`src/rtl/poly5_sweep.sv`:
```
`default_nettype none
// ============================================================================
// Module   : poly5_sweep
// Brief    : Sweep sequencer feeding a 5th-order polynomial evaluator. Pushes
//            six Q16.16 coefficients, then an arithmetic sequence of x values,
//            and waits for every result (or a timeout) before signalling done.
//            Define POLY5_SWEEP_SAT_EN to saturate x accumulation instead of
//            wrapping.
// Revision : 1.0
// ============================================================================
module poly5_sweep #(
    parameter int TMO = 16,
    parameter int CW  = 16
) (
    input  logic        clk,
    input  logic        rst,
    input  logic        cfg_we,
    input  logic [3:0]  cfg_addr,
    input  logic [31:0] cfg_data,
    input  logic        start,
    output logic        busy,
    output logic        done,
    output logic        err,
    output logic        pushout,
    output logic [3:0]  opout,
    output logic [31:0] dataout,
    input  logic        respush
);

    localparam int TW = $clog2(TMO + 1);
    localparam logic [TW-1:0] c_tmo_last = TW'(TMO - 1);
    localparam logic [TW-1:0] c_one_tw   = TW'(1);
    localparam logic [CW-1:0] c_one_cw   = CW'(1);

    typedef enum logic [1:0] {
        S_IDLE  = 2'd0,
        S_LOADC = 2'd1,
        S_SWEEP = 2'd2,
        S_DRAIN = 2'd3
    } state_t;

    state_t         r_state, w_state_n;
    logic [31:0]    r_coef [6];
    logic [31:0]    r_xstart, r_xstep, r_xacc;
    logic [CW-1:0]  r_count, r_rem, r_res;
    logic [2:0]     r_k;
    logic [TW-1:0]  r_tmr;
    logic           r_arm;
    logic           r_busy, r_done, r_err, r_push;
    logic [3:0]     r_op;
    logic [31:0]    r_data;

    logic           w_push, w_done, w_timeout;
    logic [3:0]     w_op;
    logic [31:0]    w_data, w_xnext;
    logic [32:0]    w_sum;

    assign busy    = r_busy;
    assign done    = r_done;
    assign err     = r_err;
    assign pushout = r_push;
    assign opout   = r_op;
    assign dataout = r_data;

    // Sign-extended sum exposes two's-complement overflow in bits 32/31.
    assign w_sum = {r_xacc[31], r_xacc} + {r_xstep[31], r_xstep};

    always_comb begin
        w_xnext = w_sum[31:0];
`ifdef POLY5_SWEEP_SAT_EN
        if (w_sum[32] != w_sum[31])
            w_xnext = w_sum[32] ? 32'h8000_0000 : 32'h7FFF_FFFF;
`else
        w_xnext = w_sum[31:0];
`endif
    end

    always_comb begin
        w_state_n = r_state;
        w_push    = 1'b0;
        w_op      = r_op;
        w_data    = r_data;
        w_done    = 1'b0;
        w_timeout = 1'b0;
        case (r_state)
            S_IDLE: begin
                if (start)
                    w_state_n = S_LOADC;
            end
            S_LOADC: begin
                w_push = 1'b1;
                w_op   = {1'b0, r_k};
                w_data = r_coef[r_k];
                if (r_k == 3'd5)
                    w_state_n = (r_count == '0) ? S_DRAIN : S_SWEEP;
            end
            S_SWEEP: begin
                w_push = 1'b1;
                w_op   = 4'hF;
                w_data = r_xacc;
                if (r_rem == c_one_cw)
                    w_state_n = S_DRAIN;
            end
            S_DRAIN: begin
                // The first DRAIN cycle only arms; completion is judged from the next one.
                if (!r_arm) begin
                    if (r_res == r_count) begin
                        w_done    = 1'b1;
                        w_state_n = S_IDLE;
                    end else if (!respush && r_tmr == c_tmo_last) begin
                        w_done    = 1'b1;
                        w_timeout = 1'b1;
                        w_state_n = S_IDLE;
                    end
                end
            end
            default: w_state_n = S_IDLE;
        endcase
    end

    always_ff @(posedge clk) begin
        if (rst) begin
            r_state  <= S_IDLE;
            for (int i = 0; i < 6; i++)
                r_coef[i] <= 32'h0001_0000;
            r_xstart <= '0;
            r_xstep  <= '0;
            r_count  <= '0;
            r_xacc   <= '0;
            r_rem    <= '0;
            r_res    <= '0;
            r_k      <= '0;
            r_tmr    <= '0;
            r_arm    <= 1'b0;
            r_busy   <= 1'b0;
            r_done   <= 1'b0;
            r_err    <= 1'b0;
            r_push   <= 1'b0;
            r_op     <= '0;
            r_data   <= '0;
        end else begin
            r_state <= w_state_n;
            r_push  <= w_push;
            r_op    <= w_op;
            r_data  <= w_data;
            r_done  <= w_done;
            r_busy  <= (w_state_n != S_IDLE) || w_done;

            if (r_state == S_IDLE && start) begin
                r_err  <= 1'b0;
                r_res  <= '0;
                r_xacc <= r_xstart;
                r_rem  <= r_count;
                r_k    <= '0;
            end else if (w_timeout) begin
                r_err <= 1'b1;
            end

            if (r_state == S_IDLE && cfg_we && !start) begin
                case (cfg_addr)
                    4'd0, 4'd1, 4'd2, 4'd3, 4'd4, 4'd5: r_coef[cfg_addr[2:0]] <= cfg_data;
                    4'd8:    r_xstart <= cfg_data;
                    4'd9:    r_xstep  <= cfg_data;
                    4'd10:   r_count  <= cfg_data[CW-1:0];
                    default: ;
                endcase
            end

            if (r_state == S_LOADC)
                r_k <= r_k + 3'd1;

            if (r_state == S_SWEEP) begin
                r_xacc <= w_xnext;
                r_rem  <= r_rem - c_one_cw;
            end

            if ((r_state == S_SWEEP || r_state == S_DRAIN) && respush && r_res != r_count)
                r_res <= r_res + c_one_cw;

            if (w_state_n == S_DRAIN && r_state != S_DRAIN) begin
                r_tmr <= '0;
                r_arm <= 1'b1;
            end else if (r_state == S_DRAIN) begin
                r_arm <= 1'b0;
                r_tmr <= respush ? '0 : r_tmr + c_one_tw;
            end
        end
    end

endmodule
`default_nettype wire

```
`config.mk`:
```
export PLATFORM = sky130hd
export DESIGN_NAME = poly5_sweep
export DESIGN_NICKNAME = d
export VERILOG_FILES = /design/src/rtl/poly5_sweep.sv
export SDC_FILE = /design/constraint.sdc
export NUM_CORES = 1
export LEC_CHECK = 0
export BUFFER_PORTS_ARGS = -buffer_cell sky130_fd_sc_hd__buf_2
export CORE_ASPECT_RATIO = 1.4
export CORE_MARGIN = 2
export CORE_UTILIZATION = 36
export DETAILED_ROUTE_END_ITERATION = 7
export PLACE_DENSITY_LB_ADDON = 0.08
export REMOVE_ABC_BUFFERS = 1
export SLEW_MARGIN = 40
export SYNTH_ARGS = -nofsm -noshare
export SYNTH_HDL_FRONTEND = slang
export SYNTH_SLANG_ARGS = --single-unit
```
`constraint.sdc`:
```
create_clock -name clk -period 2.4 [get_ports clk]
set_input_delay 0 -clock clk [delete_from_list [all_inputs] [get_ports clk]]
set_output_delay 0 -clock clk [all_outputs]
set_load 0.1 [all_outputs]
```
==> impl_metrics.csv <==
group,metric,value,unit
critical_path,arrival,2.96,ns
placed_design,dpl-instance-area,23400,sq um
min_path,hold_class,"input pin to flip-flop",
critical_path,cp_slowest_cell,"or4_1",
clock_tree,cts_inserted_buffers,50,
synthesis,yosys-top-cells-count,"256 x edfxtp_1, 238 x nand2_1, 198 x dfxtp_1",
critical_path,r2r_cells,11,
synthesis,yosysWarnings,0,
sta,fmax,408,MHz
floorplan,dieArea,60100,sq um
synthesis,syn_inst,1859,
cells_and_area,nFillCells,5436,
synthesis,ys_seq_elements,454,
clock_tree,clkTransAtPathRegs,0.06,ns
sta,report.final.slew_viol_count,0,
grt,antenna_found_initial,2,
synthesis,yosysTopAreaCell,"edfxtp_1",
floorplan,start_util,0.364,
synthesis,synth.avg_cell_area,11.3,sq um
grt,grt.total_usage,0.198,
min_path,min_path_cells,5,
clock_tree,cts_root_buffer,"clkbuf_16",
placed_design,hpwl,39.9,mm
cells_and_area,finalInstanceArea,25900,sq um
synthesis,netlist_area,20900,sq um
sta,hold_viol,0,
synthesis,ys.flop_type,"edfxtp_1",
power,power.switching,7970,uW
synthesis,async_flop_share,0,
floorplan,die_h,289,um
detailed_routing,num_vias,14800,
clock_tree,ctsHtreeMaxLevel,2,
grt,gr-total-overflow,0,
clock_tree,cts_tree,"built",
critical_path,start_kind,"flip-flop",
power,p_int,15900,uW
sta,tightest_slew,0.705,ns
placed_design,numPortBuffers,80,
sta,slew_headroom,0.530,
detailed_routing,firstDrtPassIters,7,
cells_and_area,drive_gt1_frac,0.206,
synthesis,synth_cell_types,69,
critical_path,worst-r2r-setup-slack,-0.05,ns
power,power.density,922,nW/um^2
sta,setup_viol,1,
power,p_sw_frac,0.334,
placed_design,gp_congestion,0.842,
sta,fin_worst_skew,0.0128,ns
critical_path,crit_chain,"ha_4, inv_2, fa_2, nand2b_4, a21oi_4, o21a_1, nor2_4, o211ai_1, nand2_1, or4_1, nand3_1",
floorplan,pin_count,81,
power,p_leak,0.00970,uW
clock_tree,clock_path_buffers,3,
critical_path,max_stage_delay,0.50,ns
detailed_routing,routed_wl,59.4,mm
cells_and_area,fin_nets,2201,
grt,grt_pass1_wl,91.4,mm
detailed_routing,via_per_inst,5.10,
power,combPwrFrac,0.286,
critical_path,crit_path_end_kind,"flip-flop",
detailed_routing,drc,0,
cells_and_area,syn_to_final_growth,23.6,%
sta,rsz0062_at_grt,"true",
critical_path,cp_data_required_time,2.91,ns
grt,grt_max_degree,91,
clock_tree,cts.sinks,454,
critical_path,crit_path_max_fanout,3,
sta,setup_slack,-0.0488,ns
floorplan,rows,104,
critical_path,worstSetupPathType,"flip-flop to flip-flop",
cells_and_area,multi_input_area,9390,sq um
clock_tree,clkLatencyLatePin,0.58,ns
sta,fin_crit_sh,1.02,
status,violations,"negative setup slack",
detailed_routing,drt-initial-drc-count,668,
synthesis,synth_edf_count,256,
power,p_clk_frac,0.331,
sta,holdWs,0.0810,ns
job,maxCapViolCount,0,
grt,grt_pass1_vias,15800,
floorplan,die_x,208,um
sta,period_minus_slack,2.45,ns
synthesis,synth_area_leaders,"edfxtp_1 37%, dfxtp_1 19%, mux4_2 6.9%, and2_1 5.7%, nand2_1 4.3%",
power,ir_drop,0.571,mV
synthesis,yosys.area.top_type_share,0.367,
detailed_routing,ant_nets,0,
detailed_routing,wire_per_inst,20.5,um
synthesis,seq_area_frac_synth,0.556,
status,status,"finished with violations",
cells_and_area,seq_area,11700,sq um
power,pwr-share-seq,0.383,
synthesis,synth_most_common_cell,"edfxtp_1",
floorplan,core,57500,sq um
-- power by group through the flow --
stage / logic [uW] / registers (uW) / clock network [uW]
5_1_grt: 7340 / 9210 / 8430
6_report: 6810 / 9150 / 7910
3_5_place_dp: 6760 / 9310 / 0
2_1_floorplan: 3010 / 10900 / 0
3_3_place_gp: 6730 / 9290 / 0
4_1_cts: 6830 / 9140 / 8140
-- final cells by class --
class                      instances  area share
sequential                       454       0.451
antenna                            1   0.0000967
tap                              742      0.0359
multi-input combinational       1339       0.363
timing repair buffer             254      0.0823
inverter                          17     0.00247
clock inverter                    13     0.00628
clock buffer                      81      0.0596
-- stage by stage --
step,setup TNS [ns],instances,worst slack [ns],total power (uW),utilization
5_1_grt,-0.405,2900,-0.165,25000,0.450
3_3_place_gp,-0.647,2761,-0.200,16000,0.407
4_1_cts,0,2893,0.00154,24100,0.445
3_5_place_dp,-0.509,2761,-0.192,16100,0.407
6_report,-0.0488,2901,-0.0488,23900,0.450
2_1_floorplan,-570.94,1810,-2.18,13900,-
-- state kept, by name (all words and copies together), names as in the netlist, named ones only --
signal	flops
busy	1
dataout	32
done	1
err	1
opout	4
pushout	1
r_arm	1
r_coef	256
r_count	16
r_k	3
r_rem	16
r_res	16
r_state	2
r_tmr	5
r_xacc	32
r_xstart	32
r_xstep	32
-- kinds of logic (layout without fill, tap and decap cells) --
| kind of cell | Yosys count | count (layout) | share of synthesized area |
|---|---|---|---|
| other | 1 | 65 | 0.000179 |
| XOR/XNOR | 53 | 53 | 0.0222 |
| adder cells (fa/ha/maj) | 44 | 44 | 0.0266 |
| AND/OR/NAND/NOR | 700 | 700 | 0.167 |
| AO/OA/AOI/OAI | 324 | 324 | 0.0922 |
| multiplexers | 154 | 154 | 0.112 |
| buffers and inverters | 129 | 365 | 0.0240 |
| flip-flops | 454 | 454 | 0.556 |
-- cell usage in the layout, fill, tap and decap left out, types with 9 or more instances in the layout --
cell type / count
and3_1: 27
inv_1: 15
edfxtp_1: 256
clkbuf_1: 17
xnor2_1: 31
nand2b_1: 16
conb_1: 64
nand3_1: 14
o211ai_1: 13
o21ai_0: 54
a21oi_1: 150
dfxtp_2: 13
and2_1: 192
nand3b_1: 9
dlygate4sd3_1: 35
mux4_2: 64
a211oi_1: 37
mux2i_1: 89
xor2_1: 22
clkbuf_8: 11
ha_1: 29
ha_4: 9
buf_12: 23
nand4_1: 10
buf_2: 79
nand2_1: 236
clkbuf_16: 54
nor3_1: 11
nor2_1: 125
a21o_1: 9
dfxtp_1: 184
buf_4: 113
-- per-layer routing --
layer / global-route usage / vias to the layer above / share of wire
met3: 0.0258 / 79 / 0.031
met5: 0 / - / 0.00040
li1: - / 7146 / -
met1: 0.221 / 7358 / 0.39
met4: 0.0537 / 4 / 0.022
met2: 0.390 / 212 / 0.55
-- worst max-delay path: cells and delay by family, from the launching register on --
family,cells,cell delay (ns)
adders and majority gates,2,0.47
buffers and inverters,1,0.03
AOI/OAI and AO/OA,3,0.60
DFF,1,0.35
and+or+nand+nor,5,0.92
-- worst paths after layout --
kind          startpoint          end
max           r_xstep[0]   r_xacc[30]
min          cfg_addr[1]  r_xstart[2]
max reg2reg   r_xstep[0]   r_xacc[30]
min reg2reg  r_xstart[6]  r_xstart[6]
-- repair_timing --
| item | 4_1_cts | 5_1_grt |
|---|---|---|
| gates cloned | 0 | 1 |
| gates resized for setup | 17 | 53 |
| pin swaps | 8 | 17 |
| setup endpoints to repair | 11 | 84 |
| hold buffers | 35 | 0 |
| hold endpoints to repair | 352 | 0 |
| buffers inserted | 3 | 6 |
Note: power is estimated with default switching activity, not from simulation.
